**src/rtl/bkm_e_accumulator.sv**
```systemverilog
// bkm_e_accumulator: iterative E-mode BKM accumulator.
// Holds E = e_x + i*e_y, feeds it to multiply_by_d and folds (d*E >>> n)
// back into E for n = 0..ITER-1. Illegal digits (2'b10) are forced to 0
// and latched in a sticky dig_err flag.
// Optional macro BKM_ACC_SAT_EN: saturating adds instead of wrapping adds.
module bkm_e_accumulator #(
    parameter int W    = 4,
    parameter int ITER = 4,
    parameter int NW   = 3
) (
    input  logic          clk,
    input  logic          rst,
    input  logic          start,
    input  logic [W-1:0]  init_x,
    input  logic [W-1:0]  init_y,
    input  logic [1:0]    dig_x,
    input  logic [1:0]    dig_y,
    input  logic [W-1:0]  prod_x,
    input  logic [W-1:0]  prod_y,
    output logic [1:0]    d_x,
    output logic [1:0]    d_y,
    output logic [W-1:0]  e_x,
    output logic [W-1:0]  e_y,
    output logic [NW-1:0] iter_n,
    output logic          busy,
    output logic          out_valid,
    input  logic          out_ready,
    output logic          dig_err
);

    typedef enum logic [1:0] {
        IDLE,
        RUN,
        DONE
    } state_t;

    localparam logic [NW-1:0] LAST = NW'(ITER - 1);

    state_t          state, state_n;
    logic [W-1:0]    e_x_n, e_y_n;
    logic [NW-1:0]   iter_n_n;
    logic            dig_err_n;
    logic signed [W-1:0] sh_x, sh_y;
    logic [W-1:0]    add_x, add_y;
    logic            bad_x, bad_y;

    // Signed W-bit add; wraps by default, clamps when saturation is enabled.
    function automatic logic [W-1:0] acc_add(input logic [W-1:0] a, input logic [W-1:0] b);
`ifdef BKM_ACC_SAT_EN
        logic [W:0] s;
        s = {a[W-1], a} + {b[W-1], b};
        if (s[W] != s[W-1])
            return s[W] ? {1'b1, {(W-1){1'b0}}} : {1'b0, {(W-1){1'b1}}};
        return s[W-1:0];
`else
        return a + b;
`endif
    endfunction

    assign bad_x = (dig_x == 2'b10);
    assign bad_y = (dig_y == 2'b10);
    assign d_x   = bad_x ? 2'b00 : dig_x;
    assign d_y   = bad_y ? 2'b00 : dig_y;

    assign busy      = (state == RUN);
    assign out_valid = (state == DONE);

    // Shifted product and the per-axis accumulate for the current step.
    always_comb begin
        sh_x  = $signed(prod_x) >>> iter_n;
        sh_y  = $signed(prod_y) >>> iter_n;
        add_x = acc_add(e_x, sh_x);
        add_y = acc_add(e_y, sh_y);
    end

    // Next-state and next-datapath logic.
    always_comb begin
        state_n   = state;
        e_x_n     = e_x;
        e_y_n     = e_y;
        iter_n_n  = iter_n;
        dig_err_n = dig_err;
        unique case (state)
            IDLE: begin
                if (start) begin
                    state_n   = RUN;
                    e_x_n     = init_x;
                    e_y_n     = init_y;
                    iter_n_n  = '0;
                    dig_err_n = 1'b0;
                end
            end
            RUN: begin
                e_x_n = add_x;
                e_y_n = add_y;
                if (bad_x || bad_y)
                    dig_err_n = 1'b1;
                if (iter_n == LAST)
                    state_n = DONE;
                else
                    iter_n_n = iter_n + 1'b1;
            end
            DONE: begin
                if (out_ready)
                    state_n = IDLE;
            end
            default: state_n = IDLE;
        endcase
    end

    // State and datapath registers with synchronous reset.
    always_ff @(posedge clk) begin
        if (rst) begin
            state   <= IDLE;
            e_x     <= '0;
            e_y     <= '0;
            iter_n  <= '0;
            dig_err <= 1'b0;
        end else begin
            state   <= state_n;
            e_x     <= e_x_n;
            e_y     <= e_y_n;
            iter_n  <= iter_n_n;
            dig_err <= dig_err_n;
        end
    end

endmodule
```
**config.mk**
```make
export PLATFORM = sky130hd
export DESIGN_NAME = bkm_e_accumulator
export DESIGN_NICKNAME = d
export VERILOG_FILES = /design/src/rtl/bkm_e_accumulator.sv
export SDC_FILE = /design/constraint.sdc
export NUM_CORES = 1
export LEC_CHECK = 0
export BUFFER_PORTS_ARGS = -buffer_cell sky130_fd_sc_hd__buf_2
export CAP_MARGIN = 20
export CELL_PAD_IN_SITES_DETAIL_PLACEMENT = 0
export CELL_PAD_IN_SITES_GLOBAL_PLACEMENT = 1
export CORE_AREA = 2 2 57 64
export DETAILED_ROUTE_END_ITERATION = 8
export DIE_AREA = 0 0 59 66
export PLACE_DENSITY_LB_ADDON = 0.1
export SYNTH_ARGS = -nofsm -noshare
export SYNTH_HDL_FRONTEND = slang
export SYNTH_SLANG_ARGS = --single-unit
```
**constraint.sdc**
```tcl
create_clock -name clk -period 2.2 [get_ports clk]
set_input_delay 0.44 -clock clk [delete_from_list [all_inputs] [get_ports clk]]
set_output_delay 0.44 -clock clk [all_outputs]
set_load 0.1 [all_outputs]
```
Word-level counts from Yosys, hierarchy flattened
Index checks and enable logic that the tools add are counted.
{"block": "totals", "regBits": 14, "output_inout_bits": 18}
{"block": "classes", "n_addsub": 3, "eq_ne": 10, "shifts": 2, "n_mux": 16, "n_reduce_logical": 7}
{"op": "$pmux 4 s2", "count": 2}
{"op": "$mux 2", "count": 5}
{"op": "$reduce_and 3->1", "count": 3}
{"op": "$add 4x4->4", "count": 2}
{"op": "$mux 4", "count": 2}
{"op": "$sshr 4x3->4", "count": 2}
{"op": "$eq 2x2->1 const B", "count": 3}
{"op": "$mux 3", "count": 2}
{"op": "$ne 2x1->1 const B", "count": 3}
{"op": "$pmux 2 s3", "count": 1}
{"op": "$pmux 3 s2", "count": 1}
{"op": "$ne 2x2->1 const B", "count": 2}
{"op": "$add 3x1->3 const B", "count": 1}
{"op": "$eq 3x2->1 const B", "count": 1}
{"op": "$eq 2x1->1 const B", "count": 1}
{"op": "$logic_not 2->1", "count": 1}
{"op": "$mux 1", "count": 2}
{"op": "$pmux 1 s2", "count": 1}
{"op": "$reduce_and 2->1", "count": 1}
{"op": "$reduce_bool 2->1", "count": 1}
{"op": "$logic_or 1x1->1", "count": 1}

Logic depth before layout (Yosys ltp)
{"block": "logic_depth", "ltp_word": 4, "depth_mapped": 11, "ltp_nobuf": 10}

Worst setup path before layout
Ideal clock, no wire load.
{"block": "synth_timing", "kind": "register to register", "startpoint": "register iter_n[0]", "endpoint": "register e_y[1]", "arrival_ns": 2.790, "setup_slack_ns": -0.675, "path_stages_with_launch": 11, "synth_period_minus_slack_ns": 2.875, "cell_sequence": "dfxtp_1 > buf_2 > mux2_2 > o22ai_1 > a21oi_1 > ha_1 > inv_1 > fa_1 > inv_1 > mux2i_1 > a211oi_1"}
{"block": "synth_via", "elab_chain_len": 3}
{"element": "from (decl)", "line_no": "24", "text": "output logic [NW-1:0] iter_n,"}
{"element": "from (signal assigned)", "line_no": "123", "text": "iter_n <= iter_n_n;"}
{"element": "$sshr 4x3->4", "line_no": "71", "text": "sh_y = $signed(prod_y) >>> iter_n;"}
{"element": "$add 4x4->4", "line_no": "56", "text": "return a + b;"}
{"element": "$pmux 4 s2", "line_no": "83", "text": "unique case (state)"}
{"element": "to (signal assigned)", "line_no": "122", "text": "e_y <= e_y_n;"}
{"element": "to (decl)", "line_no": "23", "text": "output logic [W-1:0] e_y,"}
No other way between the ends.
A chain may end at the register's enable or synchronous reset.

Worst setup path in the final report
{"block": "layout_timing", "startpoint": "register iter_n[0]", "endpoint": "register e_y[2]"}
The elaborated chain is that of the path after synthesis.

==> flow_summary.json <==
{
  "hold_end": "state[1]",
  "final_nets": 199,
  "first_iter_violations": 46,
  "setup.worst_path.end_class": "flop",
  "leakagePower_nw": 0.651,
  "grtUsageTotal": 0.156,
  "core-area_um2": 3250,
  "row_count": 22,
  "fmaxAchievable_mhz": 472,
  "clkLatencyLatePin_ns": 0.28,
  "hold_start": "out_ready",
  "ys_ff_latch": 14,
  "status": "complete, no violations",
  "cp-start-kind": "flop",
  "clockBufferDepth": 2,
  "min_period_ns": 2.12,
  "hold_violations": 0,
  "final_antenna_net_count": 0,
  "ctsHoldBuffers": 0,
  "antenna_found_initial": 0,
  "cts_buffers": 3,
  "grt_max_degree": 15,
  "rsz0062_at_grt": "true",
  "final_cell_mix": "40 x buf_2, 19 x nor2_1, 10 x a21oi_1, 10 x dfxtp_1, 9 x inv_1",
  "reg2reg_from": "iter_n[0]",
  "vias": 995,
  "yosys_warnings": 0,
  "cts.sinks": 14,
  "drive_gt1_frac": 0.378,
  "chipWidth_um": 59,
  "syn_area_um2": 1050,
  "mostFrequentLayoutCell": "buf_2",
  "antenna_cells": 0,
  "grtUsageMet2": 0.268,
  "maxSlewHeadroom": 0.678,
  "fin_skew_ns": 0.00500,
  "synth_cell_types": 30,
  "dieArea_um2": 3890,
  "grt_pass1_vias": 1026,
  "synth_cells": 124,
  "dr.pass1.iters": 4,
  "holdWs_ns": 0.454,
  "ir_drop_mv": 0.354,
  "route.detailed.drc": 0,
  "holdPathStages": 4,
  "gp_congestion": 0.794,
  "overflow": 0,
  "clk_pin_slew_ns": 0.10,
  "grt_util_met1": 0.202,
  "drv_cap": 0,
  "cts_tree": "done",
  "p_total_uw": 902,
  "clockRootBuffer": "clkbuf_4",
  "portBuffers": 41,
  "hold_class": "in2reg",
  "crit_fanout": 10,
  "setup_viol": 0,
  "wirelength_um": 2800,
  "area_growth_pct": 27.5,
  "die_h_um": 66,
  "initial_core_util": 0.324,
  "ys_seq_area_frac": 0.266,
  "tightest_slew_ns": 0.487,
  "r2r-end": "e_y[2]",
  "reg2reg_depth": 10,
  "grt_pass1_wl_um": 4710,
  "final_util": 0.413,
  "nFillCells": 350,
  "cp.required_ns": 2.41,
  "path_class": "reg2reg",
  "h-tree-depth": 1,
  "grt_use_met3": 0.0254,
  "syn_nets": 158,
  "fin_crit_sh": 0.963,
  "avgSynthCellArea_um2": 8.49,
  "arrival_ns": 2.33,
  "powerDensity_nw_per_um2": 672,
  "ios": 42,
  "hpwlAfterDp_um": 2140,
  "wl_per_cell_um": 14.0,
  "maxSlewViolCount": 0,
  "viasPerCell": 4.98,
  "ff2ff_setup_slack_ns": 0.08,
  "grt_busiest_layer": "met2"
}
## cells in the mapped netlist (all sizes together)
master	number	area [um^2]
o211ai	1	7.51
a211oi	5	42.5
o21ai	1	5.00
o21ba	1	16.3
buf	5	43.8
o22ai	2	12.5
clkbuf	3	11.3
and2	2	12.5
dfxtp	14	280
xor2	2	17.5
nand2b	5	31.3
nor2b	2	15.0
nor4b	2	17.5
a21oi	11	55.1
nand2	4	15.0
mux2	4	45.0
and4	1	8.76
inv	9	33.8
nor3	3	15.0
xnor2	4	35.0
a21o	4	30.0
nor2	19	71.3
o32ai	2	17.5
fa	2	40.0
a22oi	3	22.5
mux2i	5	50.1
ha	8	100
## metal layers
layer	share of wire	vias up
li1	-	507
met2	0.53	15
met1	0.44	471
met3	0.029	2
met5	0	-
met4	0.0057	0
## sequential cells by signal (all words and copies together), names as in the netlist
signal and flops:
dig_err 1, e_x 4, e_y 4, iter_n 3, state 2
## metrics by stage
step           cell area (um^2)  setup slack (ns)  instances  TNS, ns
2_1_floorplan              1070           -0.0640        124  -0.0640
5_1_grt                    1340           -0.0656        200  -0.0937
6_report                   1340            0.0824        200        0
4_1_cts                    1320            0.0619        199        0
3_5_place_dp               1290            0.0184        195        0
3_3_place_gp               1290            0.0619        195        0
## logic make-up (layout without fill, tap and decap cells)
kind of cell             Yosys count  count (layout)  share of synthesized area
AO/OA/AOI/OAI                     30              30                      0.199
buffers and inverters             17              57                     0.0844
adder cells (fa/ha/maj)           10              10                      0.133
AND/OR/NAND/NOR                   38              38                      0.177
XOR/XNOR                           6               6                     0.0499
flip-flops                        14              14                      0.266
multiplexers                       9               9                     0.0904
## report_power, final
group,switching (mW),internal [mW]
logic,0.286,0.122
clock network,0.0921,0.101
registers,0.0261,0.275
## how the worst max path moves through the flow
stage	start	endpoint	slack, ns	depth (start not counted)
global route	iter_n[0]	e_y[1]	-0.07	9
detailed placement	prod_y[1]	e_y[2]	0.02	11
floorplan	iter_n[0]	e_y[1]	-0.06	10
CTS	iter_n[0]	e_y[2]	0.06	10
global placement	prod_y[1]	e_y[2]	0.06	11
finish	iter_n[0]	e_y[2]	0.08	10
## layout make-up
class,instances,area [um^2],area share
Multi-Input combinational cell,93,696,0.519
Clock buffer,4,36.3,0.0271
Inverter,9,33.8,0.0252
Tap cell,36,45.0,0.0336
Sequential cell,14,288,0.215
Timing Repair Buffer,44,243,0.181
## what timing repair did
action                     4_1_cts  5_1_grt
resized for setup                0        2
hold endpoints to repair         0        0
setup buffers                    0        1
setup endpoints to repair        0        4
## critical path, stage by stage, from the launching register on
cell and delay, ns:
dfxtp_4 0.39, mux2_2 0.25, o22ai_1 0.10, a21oi_2 0.15
ha_1 0.18, inv_1 0.05, fa_1 0.38, xor2_1 0.18
a22oi_1 0.15, nor2_1 0.08, nor3_1 0.15
(Power assumes the default switching activity.)
